==> src/rtl/mem_copy_engine_pkg.sv <==
// Shared encodings and defaults for the block-transfer engine.
package mem_copy_engine_pkg;

   localparam int DEFAULT_ADDR_WIDTH = 8;
   localparam int DEFAULT_LINE_WIDTH = 4;

   localparam logic MODE_COPY = 1'b0;
   localparam logic MODE_FILL = 1'b1;

   typedef enum logic [1:0] {
      ST_IDLE  = 2'd0,
      ST_READ  = 2'd1,
      ST_WRITE = 2'd2,
      ST_DONE  = 2'd3
   } state_t;

endpackage

==> src/rtl/mem_copy_engine_if.sv <==
// Memory port bundle between the copy engine (master) and the memory array (slave).
interface mem_copy_engine_if
   import mem_copy_engine_pkg::*;
#(
   parameter int LINE_WIDTH = DEFAULT_LINE_WIDTH,
   parameter int ADDR_WIDTH = DEFAULT_ADDR_WIDTH
);

   logic [ADDR_WIDTH-1:0] mem_read_address;
   logic [LINE_WIDTH-1:0] mem_read_data;
   logic [ADDR_WIDTH-1:0] mem_write_address;
   logic [LINE_WIDTH-1:0] mem_write_data;
   logic                  mem_write_enable;

   modport master (
      output mem_read_address,
      input  mem_read_data,
      output mem_write_address,
      output mem_write_data,
      output mem_write_enable
   );

   modport slave (
      input  mem_read_address,
      output mem_read_data,
      input  mem_write_address,
      input  mem_write_data,
      input  mem_write_enable
   );

endinterface

==> src/rtl/mem_copy_engine.sv <==
// Block-transfer bus initiator: copies or fills a run of memory words, all outputs registered.
//
// state    | meaning
// ST_IDLE  | waiting for start; operands latched on acceptance
// ST_READ  | src pointer presented to memory, read data captured at the edge
// ST_WRITE | one word written at dst pointer; pointers advance, count drops
// ST_DONE  | single-cycle done pulse, then back to idle
module mem_copy_engine
   import mem_copy_engine_pkg::*;
#(
   parameter int LINE_WIDTH = DEFAULT_LINE_WIDTH,
   parameter int ADDR_WIDTH = DEFAULT_ADDR_WIDTH
) (
   input  logic                  clk,
   input  logic                  reset,
   input  logic                  start,
   input  logic                  mode,
   input  logic [ADDR_WIDTH-1:0] src_addr,
   input  logic [ADDR_WIDTH-1:0] dst_addr,
   input  logic [ADDR_WIDTH-1:0] length,
   input  logic [LINE_WIDTH-1:0] fill_value,
   output logic                  busy,
   output logic                  done,
   mem_copy_engine_if.master     mem
);

   state_t                state;
   state_t                state_nxt;
   logic                  mode_q;
   logic                  mode_nxt;
   logic [ADDR_WIDTH-1:0] src_ptr;
   logic [ADDR_WIDTH-1:0] src_nxt;
   logic [ADDR_WIDTH-1:0] dst_ptr;
   logic [ADDR_WIDTH-1:0] dst_nxt;
   logic [ADDR_WIDTH-1:0] count;
   logic [ADDR_WIDTH-1:0] count_nxt;
   logic [LINE_WIDTH-1:0] data_q;
   logic [LINE_WIDTH-1:0] data_nxt;
   logic                  we_q;

   // In FILL the data register simply holds fill_value for the whole run.
   always_comb begin
      state_nxt = state;
      mode_nxt  = mode_q;
      src_nxt   = src_ptr;
      dst_nxt   = dst_ptr;
      count_nxt = count;
      data_nxt  = data_q;
      case (state)
         ST_IDLE: begin
            if (start) begin
               mode_nxt  = mode;
               src_nxt   = src_addr;
               dst_nxt   = dst_addr;
               count_nxt = length;
               data_nxt  = fill_value;
               if (length == '0) begin
                  state_nxt = ST_DONE;
               end else if (mode == MODE_FILL) begin
                  state_nxt = ST_WRITE;
               end else begin
                  state_nxt = ST_READ;
               end
            end
         end
         ST_READ: begin
            data_nxt  = mem.mem_read_data;
            state_nxt = ST_WRITE;
         end
         ST_WRITE: begin
            src_nxt   = src_ptr + ADDR_WIDTH'(1);
            dst_nxt   = dst_ptr + ADDR_WIDTH'(1);
            count_nxt = count - ADDR_WIDTH'(1);
            if (count == ADDR_WIDTH'(1)) begin
               state_nxt = ST_DONE;
            end else if (mode_q == MODE_FILL) begin
               state_nxt = ST_WRITE;
            end else begin
               state_nxt = ST_READ;
            end
         end
         ST_DONE: begin
            state_nxt = ST_IDLE;
         end
         default: begin
            state_nxt = ST_IDLE;
         end
      endcase
   end

   // Status and write strobe are decoded from the next state so they are flop outputs.
   always_ff @(posedge clk or posedge reset) begin
      if (reset) begin
         state   <= ST_IDLE;
         mode_q  <= MODE_COPY;
         src_ptr <= '0;
         dst_ptr <= '0;
         count   <= '0;
         data_q  <= '0;
         busy    <= 1'b0;
         done    <= 1'b0;
         we_q    <= 1'b0;
      end else begin
         state   <= state_nxt;
         mode_q  <= mode_nxt;
         src_ptr <= src_nxt;
         dst_ptr <= dst_nxt;
         count   <= count_nxt;
         data_q  <= data_nxt;
         busy    <= (state_nxt == ST_READ) || (state_nxt == ST_WRITE);
         done    <= (state_nxt == ST_DONE);
         we_q    <= (state_nxt == ST_WRITE);
      end
   end

   assign mem.mem_read_address  = src_ptr;
   assign mem.mem_write_address = dst_ptr;
   assign mem.mem_write_data    = data_q;
   assign mem.mem_write_enable  = we_q;

endmodule

==> src/flat_wrapper.sv <==
// flat-port wrapper written by rule: the top's interface ports become plain ports
module mem_copy_engine_flat import mem_copy_engine_pkg::*;
#(
   parameter int LINE_WIDTH = DEFAULT_LINE_WIDTH,
   parameter int ADDR_WIDTH = DEFAULT_ADDR_WIDTH
)
  (clk, reset, start, mode, src_addr, dst_addr, length, fill_value, busy, done, mem_mem_read_address, mem_mem_read_data, mem_mem_write_address, mem_mem_write_data, mem_mem_write_enable);
  mem_copy_engine_if #(.LINE_WIDTH(LINE_WIDTH), .ADDR_WIDTH(ADDR_WIDTH)) mem_i ();
  input  logic clk;
  input  logic reset;
  input  logic start;
  input  logic mode;
  input  logic [ADDR_WIDTH-1:0] src_addr;
  input  logic [ADDR_WIDTH-1:0] dst_addr;
  input  logic [ADDR_WIDTH-1:0] length;
  input  logic [LINE_WIDTH-1:0] fill_value;
  output logic busy;
  output logic done;
  output wire logic [$bits(mem_i.mem_read_address)-1:0] mem_mem_read_address;
  input wire logic [$bits(mem_i.mem_read_data)-1:0] mem_mem_read_data;
  output wire logic [$bits(mem_i.mem_write_address)-1:0] mem_mem_write_address;
  output wire logic [$bits(mem_i.mem_write_data)-1:0] mem_mem_write_data;
  output wire logic [$bits(mem_i.mem_write_enable)-1:0] mem_mem_write_enable;
  assign mem_mem_read_address = mem_i.mem_read_address;
  assign mem_i.mem_read_data = mem_mem_read_data;
  assign mem_mem_write_address = mem_i.mem_write_address;
  assign mem_mem_write_data = mem_i.mem_write_data;
  assign mem_mem_write_enable = mem_i.mem_write_enable;
  mem_copy_engine #(.LINE_WIDTH(LINE_WIDTH), .ADDR_WIDTH(ADDR_WIDTH)) u_core (.clk(clk), .reset(reset), .start(start), .mode(mode), .src_addr(src_addr), .dst_addr(dst_addr), .length(length), .fill_value(fill_value), .busy(busy), .done(done), .mem(mem_i));
endmodule
==> config.mk <==
export PLATFORM = sky130hd
export DESIGN_NAME = mem_copy_engine_flat
export DESIGN_NICKNAME = d
export VERILOG_FILES = /design/src/rtl/mem_copy_engine_pkg.sv /design/src/rtl/mem_copy_engine_if.sv /design/src/rtl/mem_copy_engine.sv /design/src/flat_wrapper.sv
export SDC_FILE = /design/constraint.sdc
export NUM_CORES = 1
export LEC_CHECK = 0
export ABC_AREA = 1
export CAP_MARGIN = 20
export CORE_MARGIN = 4
export CORE_UTILIZATION = 43
export CTS_CLUSTER_SIZE = 24
export DETAILED_ROUTE_END_ITERATION = 7
export PLACE_DENSITY = 0.89
export SLEW_MARGIN = 20
export SYNTH_ARGS = -nofsm -noshare
export SYNTH_HDL_FRONTEND = slang
export SYNTH_SLANG_ARGS = --single-unit
==> constraint.sdc <==
create_clock -name clk -period 1.4 [get_ports clk]
set_clock_uncertainty 0.15 [all_clocks]
set_input_delay 0.28 -clock clk [delete_from_list [all_inputs] [get_ports clk]]
set_output_delay 0.28 -clock clk [all_outputs]
set_load 0.02 [all_outputs]
==> summary.md, run 1 <==
The dominant register cell in the synthesized netlist was dfrtp_1. The repair_antennas step left the layout with diodes totalling 0. The final reports fail on negative setup slack. The via count of the first global-routing pass was 2436.

For the later-pin clock latency in the skew report, the log shows 0.29 ns. Together, buffers and inverters on the worst path number 2. The count of nets left with antenna violations once routing finished came out at 0.

In this run the standard cell core region covers 4440 sq um. For the pin with the worst max-slew slack, the measured transition is 0.234 ns. Yosys attributes the largest share of cell area to dfrtp_1 (42%), nand2_1 (14%), nand3_1 (8.7%). The family with the most delay on the worst path is adder cells. Measured against its own limit, the worst slew margin works out to 84.4%.

In the final design database the tool counted 432 nets. STA classifies the critical path startpoint as a flop. The run gives 4520 microns as the half-perimeter wire length of the detailed placement result. The share of Yosys cell area claimed by the top area cell type works out to 42.0%. Of the cells placed in the final design, the portion with a size suffix greater than 1 is 34.5%. The routed design has 6760 microns of wire. After detailed routing, the average wire length per cell comes to 15.3 microns.

Setup violations remaining at the end of the flow were counted as 10. Detailed routing inserted a total of 2386 vias. The instance count on the critical path was 8. In this run the critical register-to-register path is captured at u_core.busy. Setup slack on the worst reg-to-reg path comes out at -0.24 ns. The number of enable-type register cells in the synthesized netlist came out at 0.

The leakage component of the power is 1.61 nW. The signed area change from the synthesized netlist to the final layout came out at 62.2%. The root buffer cell was clkbuf_8. The critical path launch point was u_core.count[1].

The count of state elements after synthesis came out at 34. The run finished, with violations left. VDD sags by at most 1.17 mV. The congestion estimate from routability-driven global placement came to 0.893. Once the floorplan was initialized, standard cells occupied 45.6% of the core. The share of the yosys chip area belonging to registers is 42.0%, and the total count of hold-check failures in the final report is 0. The longest clock path from root to sink contains 2 buffers. The run gives 28 as the count of different cell masters after synthesis.

In the finished design, the share of the clock period the worst path needs comes to 117%. The classification of the worst-slack hold path was input port to asynchronous set/reset pin. Walking the worst path, the cells encountered are inv_2 > ha_4 > nand3_2 > nor2_2 > o21ai_1 > nand3b_1 > ha_1 > inv_1. In this run the core area contains 24 standard-cell rows. Final hold analysis gives a worst-case slack of 0.189 ns.

Entering global routing, the biggest net connects 35 pins. The area enclosed by the die boundary was 5870 sq um; the H-tree depth reported by CTS was 2. In the global route stage, overall resource usage came out at 21.6%.

The routed design could run at a clock period as short as 1.64 ns. The run gives 1.68 ns as the arrival time of data at the critical path endpoint. The via density per instance is 5.39. The power per cell area was 2280 nW/um^2. The most common cell in the netlist is nand2_1. The run gives 0 as the number of design rule violations left after detail routing. The overall die width is 76.6 microns. Data on the critical path is required at its endpoint by 1.44 ns. The worst setup path is captured at a flop.

Mean post-synth cell area: 7.33 sq um. The worst reg2reg path depth came out at 8. Total count of max-transition violations in the final report: 0.

For this design, the slowest cell found on the critical path is dfrtp_1. The number of buffers inserted by port buffering is 58, and the clock edge transition at the registers on the reported setup and hold paths is 0.07 ns. Along the worst path, the maximum fanout reaches 2.

The worst setup path is of the flop to flop kind. The tools report the capture point of the worst path as u_core.busy. For the number of buffers created by CTS, the log shows 5. The largest stage delay on the critical path came out at 0.38 ns.

The final critical-path setup slack was -0.242 ns; the number of antenna violations at the first check in global routing was 0. For this run, the top clock speed supported by timing is 609 MHz. The proportion of register bits with asynchronous set or reset after synthesis works out to 100%. During synthesis, Yosys emitted a total of 0 warnings. TritonCTS built the clock tree.

Summed over all layers, the global routing overflow is 0. The worst register-to-register path begins at u_core.count[1]. The synthesized net count was 318.

The tool flagged a number of max-cap violations equal to 0. The number of DRC violations after detailed-routing iteration 0 was 188. Ranked by instance count, the synthesized netlist is headed by nand2_1 (75), inv_1 (36), nand3_1 (35).

For the post-route total power, the log shows 7.50 mW. dfrtp_1 takes more of the synthesized area than any other cell. The detailed-router iteration count before antenna repair came out at 5.

The wire length of the first global-routing pass was 10400 microns. Combined area of all synthesized cells: 2020 sq um. Number of placed I/O pins: 59. In the synthesized netlist, the number of instances is 276. The floorplan die height came out at 76.6 microns. CTS saw 34 sinks.

Setup repair after global routing could not meet its margin everywhere.
-- flip-flops by register name, indices dropped and copies added (netlist names) --
| signal | flops |
|---|---|
| u_core.count | 8 |
| u_core.mem.mem_write_address | 8 |
| u_core.mem.mem_write_enable | 1 |
| u_core.done | 1 |
| u_core.mem.mem_write_data | 4 |
| u_core.state | 2 |
| u_core.busy | 1 |
| u_core.mode_q | 1 |
| u_core.mem.mem_read_address | 8 |
-- layer usage --
layer	global-route usage (%)	up-vias	wire length, microns
li1	-	1120	-
met1	23.9	1108	2450
met2	39.6	126	3590
met3	5.56	32	500
met4	7.79	0	221
met5	0	-	0
-- layout by cell type (no fill, tap or decap), drive strengths merged --
master / netlist / final
inv: 42 / 42
or2: 1 / 1
clkinv: 0 / 1
nor2: 31 / 31
o22ai: 2 / 2
a21o: 1 / 1
nand3b: 1 / 1
o211ai: 7 / 7
clkdlybuf4s50: 0 / 35
nand2: 77 / 77
clkbuf: 0 / 20
nor3: 2 / 2
nand3: 36 / 36
buf: 7 / 61
ha: 6 / 6
o221ai: 1 / 1
nand4: 6 / 6
o21ai: 17 / 17
dfrtp: 34 / 34
clkdlybuf4s15: 0 / 5
a21oi: 3 / 3
a211oi: 2 / 2
-- area by class of cell --
cell class / count / area (sq um)
multi-input combinational: 193 / 1120
inverter: 42 / 170
tap: 52 / 65.1
clock buffer: 7 / 86.3
timing repair buffer: 114 / 977
fill: 330 / 1160
clock inverter: 1 / 5.00
sequential: 34 / 856
-- where the power goes --
group          internal [mW]  leakage (nW)  switching, mW
logic                   2.13          1.15           2.77
clock network          0.397        0.0482          0.365
registers               1.48         0.410          0.349
total                   4.01          1.61           3.48
-- how the worst min path moves through the flow --
| stage | start | endpoint | slack, ns | depth (start not counted) |
|---|---|---|---|---|
| finish | reset | u_core.mem.mem_read_address[4] | 0.19 | 3 |
| global route | reset | u_core.mem.mem_read_address[3] | 0.20 | 3 |
| CTS | reset | u_core.mem.mem_read_address[3] | 0.19 | 3 |
| detailed placement | u_core.count[7] | u_core.count[7] | 0.35 | 2 |
| global placement | u_core.mem.mem_write_data[3] | u_core.mem.mem_write_data[3] | 0.34 | 2 |
| floorplan | dst_addr[5] | u_core.mem.mem_write_address[5] | 0.26 | 2 |
-- kinds of logic after synthesis --
group,count (synthesis),share of synthesized area [%]
simple gates,154,33.2
buf+inv,49,10.7
flops,34,42.0
compound gates,33,10.4
fa+ha+maj,6,3.71
-- worst reg2reg max path: cells and delay by family, from the launching register on --
kind                     cells  cell delay [ns]
AO/OA/AOI/OAI                1             0.17
adder cells (fa/ha/maj)      2             0.47
buffers and inverters        2             0.09
flip-flops                   1             0.38
AND/OR/NAND/NOR              3             0.28
-- metrics by stage --
stage                     instance area (sq um)  utilization [%]  instances  setup slack [ns]  TNS, ns
after global routing                       3280             73.9        443            -0.360    -2.16
after global placement                     3020             68.0        429            -0.417    -5.66
after floorplan                            2050                -        276            -0.103   -0.103
after CTS                                  3150             71.0        439            -0.139   -0.483
final                                      3280             73.9        443            -0.242   -0.987
after detailed placement                   3020             68.0        429            -0.466    -7.21
-- timing repair --
action	in CTS	in global routing
endpoints found under the hold margin	0	0
buffers inserted	2	4
pin swaps	6	24
resized for setup	75	63
cloned	0	0
endpoints found under the setup margin	34	37
hold buffers	0	0
No activity file was read; power rests on OpenSTA's default activity.
==> run 2, diff against run 1 <==
--- a/config.mk
+++ b/config.mk
@@ -9,7 +9,6 @@
 export CAP_MARGIN = 20
 export CORE_MARGIN = 4
 export CORE_UTILIZATION = 43
-export CTS_CLUSTER_SIZE = 24
 export DETAILED_ROUTE_END_ITERATION = 7
 export PLACE_DENSITY = 0.89
 export SLEW_MARGIN = 20
==> results of run 2 <==
No change in the layout: final DEF, timing and power equal those of run 1.
==> run 3, diff against run 2 <==
--- a/config.mk
+++ b/config.mk
@@ -10,7 +10,7 @@
 export CORE_MARGIN = 4
 export CORE_UTILIZATION = 43
 export DETAILED_ROUTE_END_ITERATION = 7
-export PLACE_DENSITY = 0.89
+export PLACE_DENSITY = 0.81
 export SLEW_MARGIN = 20
 export SYNTH_ARGS = -nofsm -noshare
 export SYNTH_HDL_FRONTEND = slang
==> summary.md, run 3 (synthesized netlist as in run 1, its figures left out) <==
The flow ran to the end, but the final reports show violations. The checks that failed: negative setup slack. The global placer's final weighted congestion is 0.898 (+0.56%), and the instance count on the critical path is 7 (-1). The sum of negative setup slack was -1.31 ns (-0.327 ns); the later-pin clock latency in the skew report was 0.29 ns (about the same).

Post-placement worst setup slack: -0.458 ns (+0.00732 ns). The worst reg2reg path depth was 7 (-1). The number of DRC violations after detailed-routing iteration 0 was 181 (-3.7%); the average wire length per cell after detail routing was 17.3 microns (+13%). The endpoint of the most critical register-to-register path was u_core.busy. The H-tree depth reported by CTS was 2 (unchanged); the worst supply voltage drop on vdd was 1.28 mV (+9.5%). The highest net fanout along the worst path is 3 (+1), and the number of standard cells in the final layout excluding fillers is 450 (+1.6%). The core area came out at 4440 sq um (unchanged).

The family with the most delay on the worst path was adder cells. The run gives 34 (unchanged) as the clock sink count. The cell sitting at the root of the clock tree is a clkbuf_8. The overall die width was 76.6 microns (unchanged). The pin slew with the least headroom to its limit is 0.222 ns (-0.0127 ns), and the total count of max-transition violations in the final report is 0 (unchanged). The logs give 1.60 ns (-0.08 ns) for the arrival time of data at the critical path endpoint and 21.3% (-0.29 points) for the overall track demand over capacity in global routing. The cell at the slowest stage of the critical path was dfrtp_1. The tools report the post-route total power as 8.26 mW (+10%). The maximum buffer depth of the clock tree came out at 2 (unchanged).

The setup slack of the worst register-to-register path came out at -0.17 ns (+0.07 ns). For the count of final setup violators, the log shows 20 (+10). The most critical setup path has its startpoint at u_core.count[0]. The tools report the maximum clock rate as 636 MHz (+4.4%).

The critical path in this run is classified as flop to flop. The origin of the critical flop-to-flop path was u_core.count[0]. The total number of nets in the final design is 439 (+1.6%), and the wire length of the first global-routing pass is 10300 microns (-1.3%).

The worst slew margin relative to its limit is 85.1% (+0.71 points). TritonCTS built the clock tree. The minimum clock period after layout works out to 1.57 ns (-0.0693 ns). The total count of hold-check failures in the final report came out at 0 (unchanged). Largest stage delay on the critical path: 0.43 ns (+0.05 ns). The leakage component of the power came out at 1.73 nW (+7.4%). The logs give 59 (unchanged) for the number of placed I/O pins and 5 (unchanged) for the number of buffers created by CTS. The run gives 5870 sq um (unchanged) as the area enclosed by the die boundary. The number of design rule violations left after detail routing was 0 (unchanged); the number of fillers in the final layout was 288 (-13%).

Number of buffers inserted by port buffering: 58 (unchanged). The signed area change from the synthesized netlist to the final layout is 73.8%, and the via count of the first global-routing pass is 2462 (+1.1%). The via density per instance was 5.64 (+4.8%). The logs give 24 (unchanged) for the number of cell rows and 0 (unchanged) for the number of hold buffers added after cts. For the post-placement cell count, the log shows 427 (-0.47%). Setup repair after global routing could not meet its margin everywhere. The required time of the critical path is 1.43 ns (about the same), and the floorplan die height is 76.6 microns (unchanged). The detailed-router iteration count before antenna repair is 5 (unchanged), and the max-capacitance violation count is 0 (unchanged).

The run gives 0 (unchanged) as the number of nets with antenna violations after detailed routing. In the layout the commonest cells are nand2_1 (66), buf_4 (44), clkdlybuf4s50_1 (32). For the maximum number of pins on one net before global-route repair, the log shows 35 (unchanged). The number of buffer and inverter instances along the worst setup path was 1 (-1).

The final critical-path share of the clock period was 112% (-5.0 points). The run gives 45.6% (unchanged) as the initial cell density of the core. The element type at the critical path start was a flop. The global route total overflow was 0 (unchanged); the clock edge transition at the registers on the reported setup and hold paths was 0.07 ns (about the same).

The logs give 4410 microns (-2.5%) for the half-perimeter wire length of the detailed placement result and 0 (unchanged) for the number of diodes added for antenna fixing. Detailed-route wire length: 7780 microns (+15%). The worst hold path belongs to the class input port to flop.

Following the worst setup path forward leads to its endpoint at u_core.busy. The most frequent standard cell in the layout excluding fill and tap cells was nand2_1. The final critical-path setup slack is -0.172 ns (+0.0693 ns), and the detailed-route via count is 2539 (+6.4%). The power per cell area is 2350 nW/um^2 (+2.9%), and the number of antenna violations at the first check in global routing is 0 (unchanged). Traced cell by cell, the critical path runs through ha_4 > nand3_4 > nor2_4 > o21ai_1 > nand3b_1 > ha_1 > inv_1. For the final core area utilization, the log shows 79.2% (+5.3 points).

The kind of end point of the critical path was a flop. Proportion of layout cells with a drive suffix above 1: 39.9% (+5.4 points).
[run 3: worst min-delay path: stages]
cell            delay, ns
dlymetal6s2s_1       0.10
nand2_1              0.06
o211ai_1             0.08
[run 3: area by class of cell]
type                            count  area [sq um]  share of cell area (%)
Multi-Input combinational cell    193          1240                    35.3
Clock buffer                        8          90.1                    2.56
Sequential cell                    34           856                    24.3
Timing Repair Buffer              121          1090                    31.0
Inverter                           42           175                    4.98
Tap cell                           52          65.1                    1.85
[run 3: how the worst min path moves through the flow]
| stage | cells after the start | slack, ns | end | from |
|---|---|---|---|---|
| after floorplan | 2 | 0.26 | u_core.mem.mem_write_address[5] | dst_addr[5] |
| after global placement | 2 | 0.34 | u_core.count[7] | u_core.count[7] |
| after detailed placement | 2 | 0.34 | u_core.count[7] | u_core.count[7] |
| after CTS | 3 | 0.20 | u_core.mem.mem_read_address[3] | reset |
| after global routing | 3 | 0.17 | u_core.count[2] | length[2] |
| final | 3 | 0.13 | u_core.count[2] | length[2] |
[run 3: power breakdown]
group / switching (mW) / internal [mW] / leakage (nW) / total (mW)
logic: 3.14 / 2.51 / 1.27 / 5.65
registers: 0.360 / 1.48 / 0.410 / 1.84
clock network: 0.366 / 0.402 / 0.0455 / 0.768
total: 3.87 / 4.40 / 1.73 / 8.26
[run 3: per-stage QoR]
step	cell area [sq um]	hold WS [ns]
2_1_floorplan	2050	0.263
3_3_place_gp	3010	0.338
3_5_place_dp	3010	0.339
4_1_cts	3170	0.202
5_1_grt	3520	0.175
6_report	3520	0.130
[run 3: routing by layer]
metal / wire [microns] / track usage (%) / vias up
met5: 0 / 0 / -
met4: 281 / 8.88 / 0
met3: 640 / 6.03 / 28
met2: 3960 / 37.5 / 175
met1: 2890 / 24.1 / 1202
li1: - / - / 1134
[run 3: repair_timing]
| item | CTS | global route |
|---|---|---|
| endpoints found under the setup margin | 37 | 45 |
| gates cloned | 0 | 2 |
| pin swaps | 8 | 30 |
| setup buffers | 5 | 11 |
| gates resized for setup | 70 | 108 |
| hold endpoints to repair | 0 | 0 |
